<file path="src/rtl/round_ctrl.sv">
// Round sequencer for the frog game: watches the frog and hazard grids, keeps
// lives and score, and steps through the play / hit / restart / over phases.
module round_ctrl #(
   parameter int unsigned LIVES       = 3,
   parameter int unsigned HOLD_CYCLES = 4
) (
   input  logic        clk,
   input  logic        reset,
   input  logic [63:0] frog,
   input  logic [63:0] car,
   input  logic        newGame,
   output logic        resetRound,
   output logic [1:0]  lives,
   output logic [3:0]  score,
   output logic        hitFlash,
   output logic        gameOver
);

   // state   | meaning
   // PLAY    | frog live; collisions and goal arrivals are evaluated
   // HIT     | collision flash, runs for HOLD_CYCLES cycles
   // RESTART | one-cycle resetRound pulse that respawns the frog
   // OVER    | no lives left, grid frozen, waits for newGame
   typedef enum logic [1:0] {
      PLAY    = 2'd0,
      HIT     = 2'd1,
      RESTART = 2'd2,
      OVER    = 2'd3
   } state_t;

   localparam logic [1:0] LIVES_LOAD = 2'(LIVES);
   localparam logic [7:0] HOLD_LOAD  = 8'(HOLD_CYCLES - 1);
   localparam logic [3:0] SCORE_MAX  = 4'd15;

   state_t     state_q, state_nxt;
   logic [1:0] lives_q, lives_nxt;
   logic [3:0] score_q, score_nxt;
   logic [7:0] hold_q, hold_nxt;
   logic       collision;
   logic       goal;

   assign collision = |(frog & car);
   assign goal      = |frog[63:56];

   always_ff @(posedge clk or posedge reset) begin
      if (reset) begin
         state_q <= PLAY;
         lives_q <= LIVES_LOAD;
         score_q <= 4'd0;
         hold_q  <= 8'd0;
      end else begin
         state_q <= state_nxt;
         lives_q <= lives_nxt;
         score_q <= score_nxt;
         hold_q  <= hold_nxt;
      end
   end

   always_comb begin
      state_nxt = state_q;
      lives_nxt = lives_q;
      score_nxt = score_q;
      hold_nxt  = hold_q;
      case (state_q)
         PLAY: begin
            // a hazard on the goal row still kills the frog
            if (collision) begin
               state_nxt = HIT;
               hold_nxt  = HOLD_LOAD;
               if (lives_q != 2'd0) begin
                  lives_nxt = lives_q - 2'd1;
               end
            end else if (goal) begin
               state_nxt = RESTART;
               if (score_q != SCORE_MAX) begin
                  score_nxt = score_q + 4'd1;
               end
            end
         end
         HIT: begin
            if (hold_q == 8'd0) begin
               state_nxt = (lives_q == 2'd0) ? OVER : RESTART;
            end else begin
               hold_nxt = hold_q - 8'd1;
            end
         end
         RESTART: begin
            state_nxt = PLAY;
         end
         OVER: begin
            if (newGame) begin
               state_nxt = RESTART;
               lives_nxt = LIVES_LOAD;
               score_nxt = 4'd0;
            end
         end
         default: begin
            state_nxt = PLAY;
         end
      endcase
   end

   assign resetRound = (state_q == RESTART);
   assign hitFlash   = (state_q == HIT);
   assign gameOver   = (state_q == OVER);
   assign lives      = (state_q == OVER) ? 2'd0 : lives_q;
   assign score      = score_q;

endmodule

</file>
<file path="config.mk">
export PLATFORM = sky130hd
export DESIGN_NAME = round_ctrl
export DESIGN_NICKNAME = d
export VERILOG_FILES = /design/src/rtl/round_ctrl.sv
export SDC_FILE = /design/constraint.sdc
export NUM_CORES = 1
export LEC_CHECK = 0
export CORE_MARGIN = 2
export CORE_UTILIZATION = 28
export CTS_CLUSTER_SIZE = 16
export DETAILED_ROUTE_END_ITERATION = 10
export PLACE_DENSITY = 0.93
export SLEW_MARGIN = 20
export SYNTH_ARGS = -nofsm -noshare
export SYNTH_HDL_FRONTEND = slang
export SYNTH_SLANG_ARGS = --single-unit
</file>
<file path="constraint.sdc">
create_clock -name clk -period 2.4 [get_ports clk]
set_clock_uncertainty 0.2 [all_clocks]
set_input_delay 0.48 -clock clk [delete_from_list [all_inputs] [get_ports clk]]
set_output_delay 0.48 -clock clk [all_outputs]
set_load 0.02 [all_outputs]
</file>
Word level (Yosys, flattened, before mapping):

Cells that the tools add are included.

* flip-flop bits (word level): 16
* bits of input ports: 131
* logic and storage cells: 52

* mux-type cells: 19
* eq/ne operators: 13
* reduce and logical (&&, ||, !) cells: 12
* add/subtract/negate cells: 3
* bitwise operators: 1

Operator list (count)
* $and 64x64->64: 1
* $reduce_or 64->1: 1
* $mux 2: 8
* $mux 4: 4
* $mux 8: 2
* $pmux 8 s2: 1
* $ne 2x2->1 const B: 7
* $logic_not 8->1: 1
* $pmux 2 s4: 1
* $pmux 4 s2: 1
* $reduce_or 8->1: 1
* $sub 8x1->8 const B: 1
* $reduce_and 3->1: 2
* $reduce_bool 2->1: 3
* $reduce_and 5->1: 1
* $add 4x1->4 const B: 1
* $eq 2x2->1 const B: 2
* $logic_not 2->1: 2
* $ne 4x4->1 const B: 1
* $pmux 2 s2: 1
* $reduce_and 4->1: 1
* $ne 3x3->1 const B: 1
* $eq 2x1->1 const B: 1
* $ne 2x1->1 const B: 1
* 2 further kinds: 2

Depth between registers and ports, before layout:

* word-level depth: 5
* gate-level depth with buffers: 8
* mapped depth without buffers: 7

Worst setup path after synthesis:

OpenSTA, ideal clock, no wires.

* path type: input to register
* start point: input frog[41]
* end point: register hold_q[1]
* arrival: 2.079 ns
* required time: 2.076 ns
* library setup time: 0.124 ns
* stages: 8
* setup slack: -0.003 ns
* path through: a22o_1 a221oi_2 nand4_1 or4_1 buf_2 nor2b_4 buf_6 o31a_1

* cells in the longest elaborated chain, start to end: 4

Ends and longest elaborated chain
* from (decl): line 9 `input logic [63:0] frog,`
* $and 64x64->64: line 42 `assign collision = |(frog & car);`
* $reduce_or 64->1: line 42
* $ne 2x2->1 (no source line)
* $reduce_and 3->1 (no source line)
* to (signal assigned): line 55 `hold_q <= hold_nxt;`
* to (decl): line 38 `logic [7:0] hold_q, hold_nxt;`

Every way passes these cells.
A chain may end at the register's enable or synchronous reset.

Worst setup path after layout:

* start point: input car[27]
* end point: register lives_q[1]

* cells in the longest elaborated chain, start to end: 4

Ends and longest elaborated chain
* from (decl): line 10 `input logic [63:0] car,`
* $and 64x64->64: line 42
* $reduce_or 64->1: line 42
* $ne 2x2->1 (no source line)
* $reduce_and 4->1 (no source line)
* to (signal assigned): line 53 `lives_q <= lives_nxt;`
* to (decl): line 36 `logic [1:0] lives_q, lives_nxt;`

Every way passes these cells.

==> results.ini <==
[placement]
dp_hpwl_mm=4.99
placed_area_sq_um=2770
dp_worst_setup_slack_ns=-0.603
gp_congestion=0.832
numPortBuffers=139

[setup_path]
crit_type=primary input to flop
crit_chain=clkdlybuf4s15_1 -> a22o_1 -> a221oi_2 -> nand4_1 -> or4_4 -> o21ai_4 -> mux2_4
startpoint_type=primary input
crit_path_end_kind=flop
slowest_stage=or4_4
worstPathRequired_ns=2.39
cp_slowest_stage_delay_ns=0.63
worstPathMaxFanout=7
arrival_ns=2.36

[drt]
routed_wl_mm=6.08
dr_total_vias=1714
dr.max_layer_used=met4
ant_nets=0
dr_wl_met3_um=450
first_pass_iters=4
drc=0
wl_met1_mm=2.26
drt_iter0_markers=64
wl_per_cell_um=18.2
viasPerCell=5.12
dr_wl_met2_mm=3.29

[final_layout]
area_delta_synth_final_pct=131
final_cell_mix=dlymetal6s2s_1, clkdlybuf4s15_1, dlygate4sd2_1, clkbuf_2
fin_nets=418
final_common_cell=dlymetal6s2s_1
final_area_sq_um=2930
final_util=0.673
drive_gt1_frac=0.195
fillCellCount=332

[sta]
finalSetupViolCount=0
worstMarginPinSlew_ns=0.611
hold_viol=0
relSlewSlack=0.592
finalCriticalPeriod_ns=2.37
setup_slack_ns=0.0263
max_freq_ghz=0.421
fin_crit_sh=0.989
hold_ws_ns=0.321
slew_violations=0

[logic_synthesis]
ys_seq_elements=16
ys_types=38
yosysSeqAreaShare=0.317
syn-cell-area_sq_um=1270
synth_cells=133
synth_nets=268
synth_warnings=0
synth.avg_cell_area_sq_um=9.56

[grt]
grt_start_max_net_pins=17
grt_pass1_wl_mm=8.80
grt_pass1_vias=1889
grt.overflow.total=0
antenna_found_initial=1
grt.total_usage=0.222

[power_and_ir_drop]
p_switching_mw=0.591
power.share.clock=0.152
cellPowerDensity_nw_per_um2=546
comb_power_share=0.587
share_seq_of_total_power=0.261
power.internal_mw=1.01
finalPower_mw=1.60
switching_share=0.369
p_leak_nw=1.74
irDropWorstVdd_uv=303

[floorplanning]
coreArea_sq_um=4350
die_w_um=71.4
start_util=0.292
die_area_sq_um=5100
die_y_um=71.4
io_pins=140
rows=24

[cts]
cts-root-buf=clkbuf_8
clk_pin_slew_ns=0.07
clock_sinks=16
cts_tree=done
htreeDepth=1
cts_buffer_depth=2
hold_buffers=0
clk_latency_ns=0.26
cts_made_buffers=3
cts_setup_buffers=0

[min_path]
hp-class=flop to flop

[job]
cap_violations=0

[outcome]
status=finished clean

==> worst max-delay path: cells and delay by family <==
family                 cells  cell delay, ns
multiplexers               1            0.31
AND/OR/NAND/NOR            2            0.77
buffers and inverters      1            0.16
AO/OA/AOI/OAI              3            0.63
==> per-stage QoR <==
step                cells   TNS, ns
floorplan             133  -0.00255
global placement      330     -8.28
detailed placement    330     -8.13
CTS                   334         0
global route          335   -0.0868
finish                335         0
==> sequential cells by signal, summed over array words and instances (netlist names) <==
name     flops
score        4
lives_q      2
hold_q       8
state_q      2
==> cell type report <==
cell class | count | area (sq um) | area share
repair buffers | 147 | 1490 | 0.508
well taps | 52 | 65.1 | 0.0222
flip-flops and latches | 16 | 403 | 0.137
inverters | 11 | 41.3 | 0.0141
diodes | 1 | 2.50 | 0.000854
multi-input cells | 104 | 876 | 0.299
clock buffers | 4 | 55.1 | 0.0188
==> cells in the mapped netlist (all sizes together) <==
master    n  area, sq um
dfstp     2         52.6
a31o      1         8.76
nand2b    1         6.26
inv      11         41.3
or2       4         27.5
a41oi     1         8.76
mux2      1         11.3
o21ai     3         18.8
or4       4         30.0
a221oi   16          190
ha        4         50.1
a211oi    1         7.51
buf       2         16.3
nand3     2         10.0
o211ai    1         7.51
xnor2     3         26.3
nor3      3         15.0
mux2i     3         30.0
nor2     11         41.3
a311o     1         10.0
nor2b     2         20.0
a22o     16          140
a21o      1         7.51
nor4      1         6.26
nand4     6         37.5
nand2    10         37.5
o31a      1         8.76
o21a      1         7.51
or3       1         6.26
xor2      3         26.3
a2bb2oi   1         8.76
dfrtp    14          350
a21oi     1         5.00
==> power groups by stage <==
stage / combinational [mW] / sequential, mW / clock, mW
6_report: 0.940 / 0.417 / 0.244
2_1_floorplan: 0.483 / 0.404 / 0
3_5_place_dp: 0.933 / 0.418 / 0
4_1_cts: 0.936 / 0.416 / 0.246
5_1_grt: 1.02 / 0.427 / 0.259
3_3_place_gp: 0.897 / 0.413 / 0
==> final timing paths <==
check | startpoint | endpoint | slack [ns] | cells after the start
setup reg to reg | hold_q[0] | hold_q[5] | 0.43 | 7
min in group asynchronous | reset | state_q[1] | 0.40 | 2
setup / recovery | car[27] | lives_q[1] | 0.03 | 7
max in group asynchronous | reset | score[2] | 1.20 | 2
hold reg to reg | lives_q[0] | lives_q[0] | 0.32 | 2
hold / removal | lives_q[0] | lives_q[0] | 0.32 | 2
==> per-layer routing <==
layer	up-vias	GRT usage
li1	831	-
met4	0	0.0545
met2	72	0.401
met1	801	0.256
met5	-	0
met3	10	0.0675
==> repair_timing <==
action,CTS,global route
hold endpoints to repair,0,0
pin swaps,28,38
endpoints found under the setup margin,16,15
resized for setup,79,124
==> kinds of logic (layout without fill, tap and decap cells) <==
group | Yosys count | after routing | synth area share
flops | 16 | 16 | 0.317
buf+inv | 13 | 162 | 0.0453
mux | 4 | 4 | 0.0325
simple gates | 45 | 45 | 0.187
xor+xnor | 6 | 6 | 0.0413
other cells | 0 | 1 | 0
compound gates | 45 | 45 | 0.338
fa+ha+maj | 4 | 4 | 0.0394
(Power assumes the default switching activity.)
